### config.mk
export PLATFORM = sky130hd
export DESIGN_NAME = lsu_ram_master
export DESIGN_NICKNAME = d
export VERILOG_FILES = /design/src/rtl/lsu_pkg.sv /design/src/rtl/lsu_load_align.sv /design/src/rtl/lsu_ram_master.sv
export SDC_FILE = /design/constraint.sdc
export NUM_CORES = 1
export LEC_CHECK = 0
export CAP_MARGIN = 20
export CORE_UTILIZATION = 40
export DETAILED_ROUTE_END_ITERATION = 10
export GPL_ROUTABILITY_DRIVEN = 0
export HOLD_SLACK_MARGIN = 0.06
export PLACE_DENSITY = 0.75
export SYNTH_ARGS = -nofsm -noshare
export SYNTH_HDL_FRONTEND = slang
export SYNTH_SLANG_ARGS = --single-unit
### constraint.sdc
create_clock -name clk -period 2.8 [get_ports clk]
set_input_delay 0.84 -clock clk [delete_from_list [all_inputs] [get_ports clk]]
set_output_delay 0.84 -clock clk [all_outputs]
set_load 0.01 [all_outputs]
### src/rtl/lsu_pkg.sv
// Shared definitions for the load/store RAM master: RAM access modes, RV32I
// load/store funct3 codes, FSM states and funct3 decode helpers.
package lsu_pkg;

  localparam logic [1:0] MODE_BYTE = 2'b00;
  localparam logic [1:0] MODE_HALF = 2'b01;
  localparam logic [1:0] MODE_WORD = 2'b10;

  localparam logic [2:0] F3_B  = 3'b000;
  localparam logic [2:0] F3_H  = 3'b001;
  localparam logic [2:0] F3_W  = 3'b010;
  localparam logic [2:0] F3_BU = 3'b100;
  localparam logic [2:0] F3_HU = 3'b101;

  typedef enum logic [1:0] {
    IDLE    = 2'b00,
    ISSUE   = 2'b01,
    CAPTURE = 2'b10,
    RESP    = 2'b11
  } state_e;

  function automatic logic [1:0] funct3_to_mode(input logic [2:0] f3);
    case (f3[1:0])
      2'b00:   return MODE_BYTE;
      2'b01:   return MODE_HALF;
      default: return MODE_WORD;
    endcase
  endfunction

  // Stores have no unsigned variants, so any funct3 with bit 2 set is illegal.
  function automatic logic funct3_illegal(input logic store, input logic [2:0] f3);
    if (store) return f3[2] || (f3 == 3'b011);
    return (f3 == 3'b011) || (f3 == 3'b110) || (f3 == 3'b111);
  endfunction

endpackage

### src/rtl/lsu_load_align.sv
// Combinational load lane select and sign/zero extension of a returned RAM word.
module lsu_load_align
  import lsu_pkg::*;
(
  input  logic [31:0] word_i,
  input  logic [1:0]  addr_lo_i,
  input  logic [2:0]  funct3_i,
  output logic [31:0] data_o
);

  logic [7:0]  byte_v;
  logic [15:0] half_v;

  always_comb begin
    byte_v = word_i[8*addr_lo_i +: 8];
    half_v = addr_lo_i[1] ? word_i[31:16] : word_i[15:0];
    case (funct3_i)
      F3_B:    data_o = {{24{byte_v[7]}}, byte_v};
      F3_BU:   data_o = {24'h0, byte_v};
      F3_H:    data_o = {{16{half_v[15]}}, half_v};
      F3_HU:   data_o = {16'h0, half_v};
      default: data_o = word_i;
    endcase
  end

endmodule

### src/rtl/lsu_ram_master.sv
// Load/store initiator for the single-port data RAM with a 1-cycle registered read.
// Optional MISALIGN_TRAP_EN: misaligned half/word accesses return an error instead of issuing.
module lsu_ram_master
  import lsu_pkg::*;
#(
  parameter int ADDR_BITS = 17
) (
  input  logic        clk,
  input  logic        rstn,
  input  logic        req_valid,
  output logic        req_ready,
  input  logic        req_store,
  input  logic [2:0]  req_funct3,
  input  logic [31:0] req_addr,
  input  logic [31:0] req_wdata,
  output logic        resp_valid,
  input  logic        resp_ready,
  output logic [31:0] resp_rdata,
  output logic        resp_err,
  output logic        ram_write_en,
  output logic [1:0]  ram_mode,
  output logic [31:0] ram_addr,
  output logic [31:0] ram_write_data,
  input  logic [31:0] ram_read_data
);

  state_e      state_q;
  logic        req_ready_q, resp_valid_q, resp_err_q, ram_we_q, store_q;
  logic [31:0] resp_rdata_q, ram_addr_q, ram_wdata_q;
  logic [1:0]  ram_mode_q, addr_lo_q;
  logic [2:0]  funct3_q;

  logic [1:0]  mode_d;
  logic        err_d;
  logic [31:0] load_data;

  always_comb begin
    mode_d = funct3_to_mode(req_funct3);
    err_d  = funct3_illegal(req_store, req_funct3) || (|(req_addr >> ADDR_BITS));
`ifdef MISALIGN_TRAP_EN
    if ((mode_d == MODE_HALF && req_addr[0]) ||
        (mode_d == MODE_WORD && req_addr[1:0] != 2'b00))
      err_d = 1'b1;
`endif
  end

  lsu_load_align u_align (
    .word_i    (ram_read_data),
    .addr_lo_i (addr_lo_q),
    .funct3_i  (funct3_q),
    .data_o    (load_data)
  );

  always_ff @(posedge clk or negedge rstn) begin
    if (!rstn) begin
      state_q      <= IDLE;
      req_ready_q  <= 1'b1;
      resp_valid_q <= 1'b0;
      resp_err_q   <= 1'b0;
      resp_rdata_q <= 32'h0;
      ram_we_q     <= 1'b0;
      ram_mode_q   <= MODE_WORD;
      ram_addr_q   <= 32'h0;
      ram_wdata_q  <= 32'h0;
      store_q      <= 1'b0;
      funct3_q     <= 3'b000;
      addr_lo_q    <= 2'b00;
    end else begin
      case (state_q)
        IDLE: begin
          if (req_valid) begin
            req_ready_q <= 1'b0;
            if (err_d) begin
              // Rejected requests never touch the RAM; ram_* keep their last value.
              resp_valid_q <= 1'b1;
              resp_err_q   <= 1'b1;
              resp_rdata_q <= 32'h0;
              state_q      <= RESP;
            end else begin
              ram_we_q    <= req_store;
              ram_mode_q  <= mode_d;
              ram_addr_q  <= req_addr;
              ram_wdata_q <= req_wdata;
              store_q     <= req_store;
              funct3_q    <= req_funct3;
              addr_lo_q   <= req_addr[1:0];
              state_q     <= ISSUE;
            end
          end
        end
        ISSUE: begin
          ram_we_q <= 1'b0;
          if (store_q) begin
            resp_valid_q <= 1'b1;
            resp_err_q   <= 1'b0;
            resp_rdata_q <= 32'h0;
            state_q      <= RESP;
          end else begin
            state_q <= CAPTURE;
          end
        end
        CAPTURE: begin
          resp_rdata_q <= load_data;
          resp_err_q   <= 1'b0;
          resp_valid_q <= 1'b1;
          state_q      <= RESP;
        end
        RESP: begin
          if (resp_ready) begin
            resp_valid_q <= 1'b0;
            req_ready_q  <= 1'b1;
            state_q      <= IDLE;
          end
        end
        default: state_q <= IDLE;
      endcase
    end
  end

  assign req_ready      = req_ready_q;
  assign resp_valid     = resp_valid_q;
  assign resp_err       = resp_err_q;
  assign resp_rdata     = resp_rdata_q;
  assign ram_write_en   = ram_we_q;
  assign ram_mode       = ram_mode_q;
  assign ram_addr       = ram_addr_q;
  assign ram_write_data = ram_wdata_q;

endmodule

==> impl_metrics.env, run 1 <==
export IMPL_cpPeakStageDelay_ps=760
export IMPL_clock_tree_from_tritoncts="yes"
export IMPL_synth_flop_cell="sky130_fd_sc_hd__dfrtp_1"
export IMPL_finalSetupViolations=0
export IMPL_yosys_register_bits=108
export IMPL_rows=39
export IMPL_crit_slowest_cell="sky130_fd_sc_hd__dfrtp_1"
export IMPL_critPathTopFamily="flip-flops"
export IMPL_synth_cell_area_um2=4880
export IMPL_insertion_delay_ps=340
export IMPL_sequentialPowerShare=0.378
export IMPL_synthesized_instance_count=406
export IMPL_synthesis_area_per_instance_um2=12.0
export IMPL_fin_tns_setup_ps=0
export IMPL_die_height_um=112
export IMPL_cts_repair_resize_count=0
export IMPL_routedWlPerCell_um=17.2
export IMPL_rsz0062_at_grt="no"
export IMPL_final_layout_size_suffix_gt1_frac=0.179
export IMPL_cts_clk_slew_worst_paths_ps=70
export IMPL_grtUsageTotal=0.220
export IMPL_routed_wl_um=13200
export IMPL_synth_top_area_cell="sky130_fd_sc_hd__dfrtp_1"
export IMPL_timing_hold_worst_class="in -> async"
export IMPL_route_detailed_drc=0
export IMPL_power_ir_vdd_worst_v=0.000293
export IMPL_critical_path_cell_chain="clkdlybuf4s50_1"
export IMPL_cp_num_buf_inv=1
export IMPL_holdBufCountCts=0
export IMPL_fp_dieArea_um2=12600
export IMPL_result_of_the_run="completed"
export IMPL_required_ps=1960
export IMPL_design_portCount=206
export IMPL_switching_share=0.305
export IMPL_timing_reg2reg_setup_slack_ps=630
export IMPL_static_leak_uw=0.00345
export IMPL_synthTopCellsByArea="sky130_fd_sc_hd__dfrtp_1 (54%), sky130_fd_sc_hd__mux2_2 (16%), sky130_fd_sc_hd__mux2i_1 (4.9%)"
export IMPL_clock_tree_buffer_depth=2
export IMPL_period_needed_ps=2600
export IMPL_n_diodes=0
export IMPL_core_area_um2=11700
export IMPL_detailedPlacementHpwl_um=9990
export IMPL_layout_cells_most_common_list="sky130_fd_sc_hd__clkdlybuf4s50_1 (204), sky130_fd_sc_hd__dfrtp_1 (106), sky130_fd_sc_hd__mux2_2 (69)"
export IMPL_sink_count_of_the_clock_tree=108
export IMPL_syn_nets=515
export IMPL_critPathCaptureType="output pin"
export IMPL_cp_data_arrival_time_ps=1760
export IMPL_number_of_flops_mapped_to_enable_cells_by_yosys=0
export IMPL_fill_cells=881
export IMPL_htree_levels=3
export IMPL_netlist_cell_type_count=36
export IMPL_syn2layout_area_growth_pct=53.3
export IMPL_max_freq_mhz=385
export IMPL_synth_seq_area_share=0.554
export IMPL_global_route_overflow_total=0
export IMPL_worst_slew_margin_rel=0.563
export IMPL_min_period_over_period=0.928
export IMPL_cp_max_fo=14
export IMPL_synth_top_area_frac=0.543
export IMPL_timing_hold_violations_final=0
export IMPL_worstSetupStartpointType="register"
export IMPL_numCtsBuffers=9
export IMPL_place_port_buffers=205
export IMPL_share_comb_of_total_power=0.360
export IMPL_clkPwrFrac=0.263
export IMPL_power_density_nw_per_um2=652
export IMPL_postCtsSetupBuffers=0
export IMPL_nNetsFinal=728
export IMPL_timing_clock_skew_ps=5.44
export IMPL_chipWidth_um=112
export IMPL_detail_route_iter0_violations=226
export IMPL_synthArstFlopShare=1.00
export IMPL_max_cap_viols=0
export IMPL_power_switching_uw=1490
export IMPL_grt_antenna_before_repair=0
export IMPL_drtPass1Iterations=5
export IMPL_first_global_vias=4158
export IMPL_post_drt_via_cell_ratio=5.08
export IMPL_clockRootBuffer="sky130_fd_sc_hd__clkbuf_16"
export IMPL_layout_commonest_cell="sky130_fd_sc_hd__clkdlybuf4s50_1"
export IMPL_drt_antenna_violating_nets=0
export IMPL_global_route_wire_length_before_repair_um=21300
export IMPL_initial_core_util=0.419
export IMPL_vias=3893
export IMPL_yosysWarnings=0
export IMPL_grt_max_degree=76
export IMPL_total_power_uw=4880
export IMPL_path_class="reg -> out"
export IMPL_worst_slew_pin_slew_ps=655
export IMPL_cellInternalPower_uw=3390
export IMPL_drv_slew=0
## power by group through the flow
stage               sequential (uW)  clock [uW]  combinational [uW]
floorplan                      1930           0                 977
global placement               1870           0                1730
detailed placement             1870           0                1760
CTS                            1840        1320                1770
global route                   1870        1370                1890
finish                         1840        1280                1750
## sequential cells by signal (all words and copies together) (netlist names)
register,count
store_q,1
state_q,2
resp_rdata,32
ram_mode,2
ram_write_en,1
ram_addr,32
funct3_q,3
resp_valid,1
ram_write_data,32
req_ready,1
resp_err,1
## logic make-up after synthesis
family	synth area share
fa+ha+maj	0.0128
simple gates	0.103
buf+inv	0.0551
compound gates	0.0623
mux	0.213
flops	0.554
## synthesized netlist by cell type (2+ instances only)
master                     count
sky130_fd_sc_hd__nor2b_1      21
sky130_fd_sc_hd__mux2i_1      24
sky130_fd_sc_hd__nor3_1        4
sky130_fd_sc_hd__mux2_2       69
sky130_fd_sc_hd__a22oi_1       8
sky130_fd_sc_hd__clkbuf_1      9
sky130_fd_sc_hd__a211oi_1      2
sky130_fd_sc_hd__a21oi_1      10
sky130_fd_sc_hd__dfstp_2       2
sky130_fd_sc_hd__nand3_1       8
sky130_fd_sc_hd__dfrtp_1     106
sky130_fd_sc_hd__mux2_1        2
sky130_fd_sc_hd__nor4_4        2
sky130_fd_sc_hd__buf_6         8
sky130_fd_sc_hd__o21ai_0      17
sky130_fd_sc_hd__buf_4         2
sky130_fd_sc_hd__nand2_1      48
sky130_fd_sc_hd__o211ai_1      7
sky130_fd_sc_hd__nor2_1        4
sky130_fd_sc_hd__buf_2         2
sky130_fd_sc_hd__inv_1        31
sky130_fd_sc_hd__nor4_1        2
sky130_fd_sc_hd__ha_1          5
## layer usage
layer  vias to the layer above  part of all wire  track usage
met5                         -                 0            0
met4                         0            0.0086       0.0658
met3                        10             0.096       0.0707
met2                       179              0.48        0.370
met1                      1894              0.41        0.271
li1                       1810                 -            -
## through the flow
stage / setup WS [ps] / cells / instance area, um2 / hold slack, ps / util
floorplan: 486 / 406 / 4880 / 482 / -
global placement: -30.1 / 751 / 7180 / 478 / 0.616
detailed placement: -74.2 / 751 / 7180 / 484 / 0.616
CTS: 190 / 767 / 7480 / 464 / 0.642
global route: 108 / 767 / 7480 / 479 / 0.642
finish: 202 / 767 / 7480 / 463 / 0.642
## cell type report
cell class	count	area [um2]	area share
flip-flops and latches	108	2710	0.362
well taps	143	179	0.0239
repair buffers	224	2270	0.303
clock inverters	6	71.3	0.00953
inverters	31	116	0.0156
multi-input cells	245	1910	0.256
clock buffers	10	229	0.0306
## final timing paths
check,startpoint,endpoint,cells after the start
max,ram_addr[1],ram_addr[1],1
min,rstn,resp_rdata[6],1
max reg2reg,ram_addr[1],resp_rdata[18],6
min reg2reg,resp_rdata[17],resp_rdata[17],1
max in group asynchronous,rstn,ram_mode[1],2
min in group clk,resp_rdata[17],resp_rdata[17],1
Power figures use the tool's default switching activity.
==> inputs of run 2 (changes only) <==
--- a/config.mk
+++ b/config.mk
@@ -5,12 +5,13 @@
 export SDC_FILE = /design/constraint.sdc
 export NUM_CORES = 1
 export LEC_CHECK = 0
+export ABC_AREA = 1
 export CAP_MARGIN = 20
 export CORE_UTILIZATION = 40
 export DETAILED_ROUTE_END_ITERATION = 10
 export GPL_ROUTABILITY_DRIVEN = 0
 export HOLD_SLACK_MARGIN = 0.06
-export PLACE_DENSITY = 0.75
+export PLACE_DENSITY = 0.74
 export SYNTH_ARGS = -nofsm -noshare
 export SYNTH_HDL_FRONTEND = slang
 export SYNTH_SLANG_ARGS = --single-unit
==> impl_metrics.env, run 2 <==
export IMPL_fill_cells=1122
export IMPL_netlist_cell_type_count=26
export IMPL_power_ir_vdd_worst_v=0.000347
export IMPL_post_synth_fa_ha_maj_area_fraction=0.0123
export IMPL_yosysWarnings=0
export IMPL_design_portCount=206
export IMPL_switching_share=0.355
export IMPL_period_needed_ps=2520
export IMPL_sequentialPowerShare=0.379
export IMPL_synth_seq_area_share=0.533
export IMPL_worst_slew_pin_slew_ps=1030
export IMPL_routed_wl_um=14500
export IMPL_timing_reg2reg_setup_slack_ps=580
export IMPL_static_leak_uw=0.00378
export IMPL_sink_count_of_the_clock_tree=108
export IMPL_syn2layout_area_growth_pct=48.6
export IMPL_numCtsBuffers=9
export IMPL_path_class="in -> reg"
export IMPL_synthTopCellsByArea="sky130_fd_sc_hd__dfrtp_1 (52%), sky130_fd_sc_hd__nand2_1 (23%), sky130_fd_sc_hd__o21ai_0 (4.2%)"
export IMPL_crit_slowest_cell="sky130_fd_sc_hd__nor2_2"
export IMPL_yosysMostFrequentCell="sky130_fd_sc_hd__nand2_1"
export IMPL_multiInputGateArea_um2=2020
export IMPL_synth_area_mux_share=0
export IMPL_synth_compound_gate_area_share=0.0846
export IMPL_synth_top_cells_by_count="sky130_fd_sc_hd__nand2_1 (309), sky130_fd_sc_hd__dfrtp_1 (106), sky130_fd_sc_hd__nor2_1 (47)"
export IMPL_fin_ws_ps=283
export IMPL_worst_slew_margin_rel=0.313
export IMPL_grt_antenna_before_repair=0
export IMPL_chipWidth_um=115
export IMPL_drtPass1Iterations=7
export IMPL_timing_clock_skew_ps=5.54
export IMPL_synthesis_area_per_instance_um2=7.70
export IMPL_design_area_um2=7540
export IMPL_max_cap_viols=0
export IMPL_first_global_vias=4906
export IMPL_clockRootBuffer="sky130_fd_sc_hd__clkbuf_16"
export IMPL_synthesized_instance_count=659
export IMPL_core_area_um2=12200
export IMPL_timing_hold_worst_class="reg -> reg"
export IMPL_grt_max_degree=109
export IMPL_insertion_delay_ps=350
export IMPL_cts_clk_slew_worst_paths_ps=70
export IMPL_cts_repair_resize_count=0
export IMPL_synth_cell_area_um2=5070
export IMPL_cellInternalPower_uw=3140
export IMPL_regToRegStartpoint="state_q[1]"
export IMPL_post_drt_via_cell_ratio=4.78
export IMPL_clkPwrFrac=0.255
export IMPL_cpPeakStageDelay_ps=770
export IMPL_final_seq_area_um2=2710
export IMPL_final_layout_size_suffix_gt1_frac=0.0524
export IMPL_postCtsSetupBuffers=0
export IMPL_drt_antenna_violating_nets=0
export IMPL_worstSetupStartpointType="input pin"
export IMPL_critical_path_startpoint="req_funct3[1]"
export IMPL_synthXorXnorAreaFrac=0
export IMPL_number_of_flops_mapped_to_enable_cells_by_yosys=0
export IMPL_fp_dieArea_um2=13100
export IMPL_layout_cells_most_common_list="sky130_fd_sc_hd__nand2_1 (308), sky130_fd_sc_hd__clkdlybuf4s50_1 (204), sky130_fd_sc_hd__dfrtp_1 (106)"
export IMPL_syn_nets=768
export IMPL_power_density_nw_per_um2=645
export IMPL_cp_data_arrival_time_ps=2800
export IMPL_finalSetupViolations=0
export IMPL_die_height_um=115
export IMPL_synth_top_area_frac=0.523
export IMPL_detail_route_iter0_violations=403
export IMPL_layout_commonest_cell="sky130_fd_sc_hd__nand2_1"
export IMPL_max_freq_mhz=397
export IMPL_grtUsageTotal=0.228
export IMPL_hold_path_startpoint="ram_mode[1]"
export IMPL_clock_tree_from_tritoncts="yes"
export IMPL_route_detailed_drc=0
export IMPL_synth_simple_area_share=0.299
export IMPL_htree_levels=3
export IMPL_min_period_over_period=0.899
export IMPL_routedWlPerCell_um=14.1
export IMPL_place_port_buffers=205
export IMPL_result_of_the_run="completed"
export IMPL_cp_max_fo=25
export IMPL_dp_slack_ps=-27.6
export IMPL_required_ps=3080
export IMPL_initial_core_util=0.415
export IMPL_synthArstFlopShare=1.00
export IMPL_rsz0062_at_grt="no"
export IMPL_critPathMostFrequentCell="sky130_fd_sc_hd__nor2_2"
export IMPL_rows=40
export IMPL_detailedPlacementHpwl_um=10400
export IMPL_share_comb_of_total_power=0.366
export IMPL_n_diodes=0
export IMPL_clock_tree_buffer_depth=2
export IMPL_global_route_overflow_total=0
export IMPL_fin_worst_hold_slack_ps=473
export IMPL_dpl_cell_area_um2=7250
export IMPL_total_power_uw=4860
export IMPL_holdBufCountCts=0
export IMPL_global_route_wire_length_before_repair_um=23200
export IMPL_vias=4912
export IMPL_largest_family_of_logic_cells_by_synthesized_area="simple AND/OR/NAND/NOR gates"
export IMPL_yosys_register_bits=108
export IMPL_synth_flop_cell="sky130_fd_sc_hd__dfrtp_1"
export IMPL_critical_path_cell_chain="clkdlybuf4s50_1 -> nor2_1 -> nor2_1 -> nor2_2 -> nand3_2 -> nor2_2 -> nor2_2 -> nand2_1 -> nand2_1"
export IMPL_nNetsFinal=963
export IMPL_drv_slew=0
export IMPL_post_route_util=0.617
export IMPL_critPathCaptureType="register"
export IMPL_synth_top_area_cell="sky130_fd_sc_hd__dfrtp_1"
export IMPL_power_switching_uw=1730
export IMPL_timing_hold_violations_final=0
==> run 2: cell count changes after synthesis, moves of 24 or more <==
| cell | change |
|---|---|
| sky130_fd_sc_hd__nand2_1 | +261 |
| sky130_fd_sc_hd__o21ai_0 | +26 |
| sky130_fd_sc_hd__a21oi_1 | +24 |
| sky130_fd_sc_hd__mux2_2 | -69 |
| sky130_fd_sc_hd__nor2_1 | +43 |
| sky130_fd_sc_hd__mux2i_1 | -24 |
==> run 2: critical path: cells and delay by family <==
family	cells	cell delay, ps
simple gates	8	1450
buf+inv	1	500
==> run 2: final cells by class <==
type | instances | share of cell area
repair buffers | 215 | 0.285
clock inverters | 6 | 0.00614
flip-flops and latches | 108 | 0.359
clock buffers | 10 | 0.0317
well taps | 168 | 0.0279
inverters | 45 | 0.0224
multi-input cells | 475 | 0.268
==> run 2: per-layer routing <==
layer / vias to the layer above / wire (um) / GRT usage
met4: 0 / 229 / 0.0805
met1: 2260 / 6080 / 0.275
met5: - / 0 / 0
met3: 18 / 1550 / 0.0794
li1: 2419 / - / -
met2: 215 / 6660 / 0.379
==> run 2: worst paths after layout <==
check	to	depth (start not counted)
worst max-delay path	resp_rdata[30]	9
worst max register to register	resp_rdata[30]	8
min in group asynchronous	resp_rdata[4]	2
max in group asynchronous	ram_addr[1]	2
worst min register to register	ram_mode[1]	2
worst min-delay path	ram_mode[1]	2
==> run 2: stage by stage <==
stage                     cells  TNS [ps]
final                      1027         0
after floorplan             659         0
after global routing       1027         0
after global placement     1011         0
after detailed placement   1011     -27.6
after CTS                  1027         0
==> run 2: cell families after synthesis <==
logic type	Yosys count
compound gates	83
fa+ha+maj	5
buf+inv	76
flops	108
simple gates	387
==> run 2: power groups by stage <==
stage	clock, uW	sequential [uW]	combinational [uW]
after CTS	1270	1850	1780
after global routing	1330	1870	1990
after floorplan	0	1930	990
after detailed placement	0	1870	1780
final	1240	1840	1780
after global placement	0	1870	1730
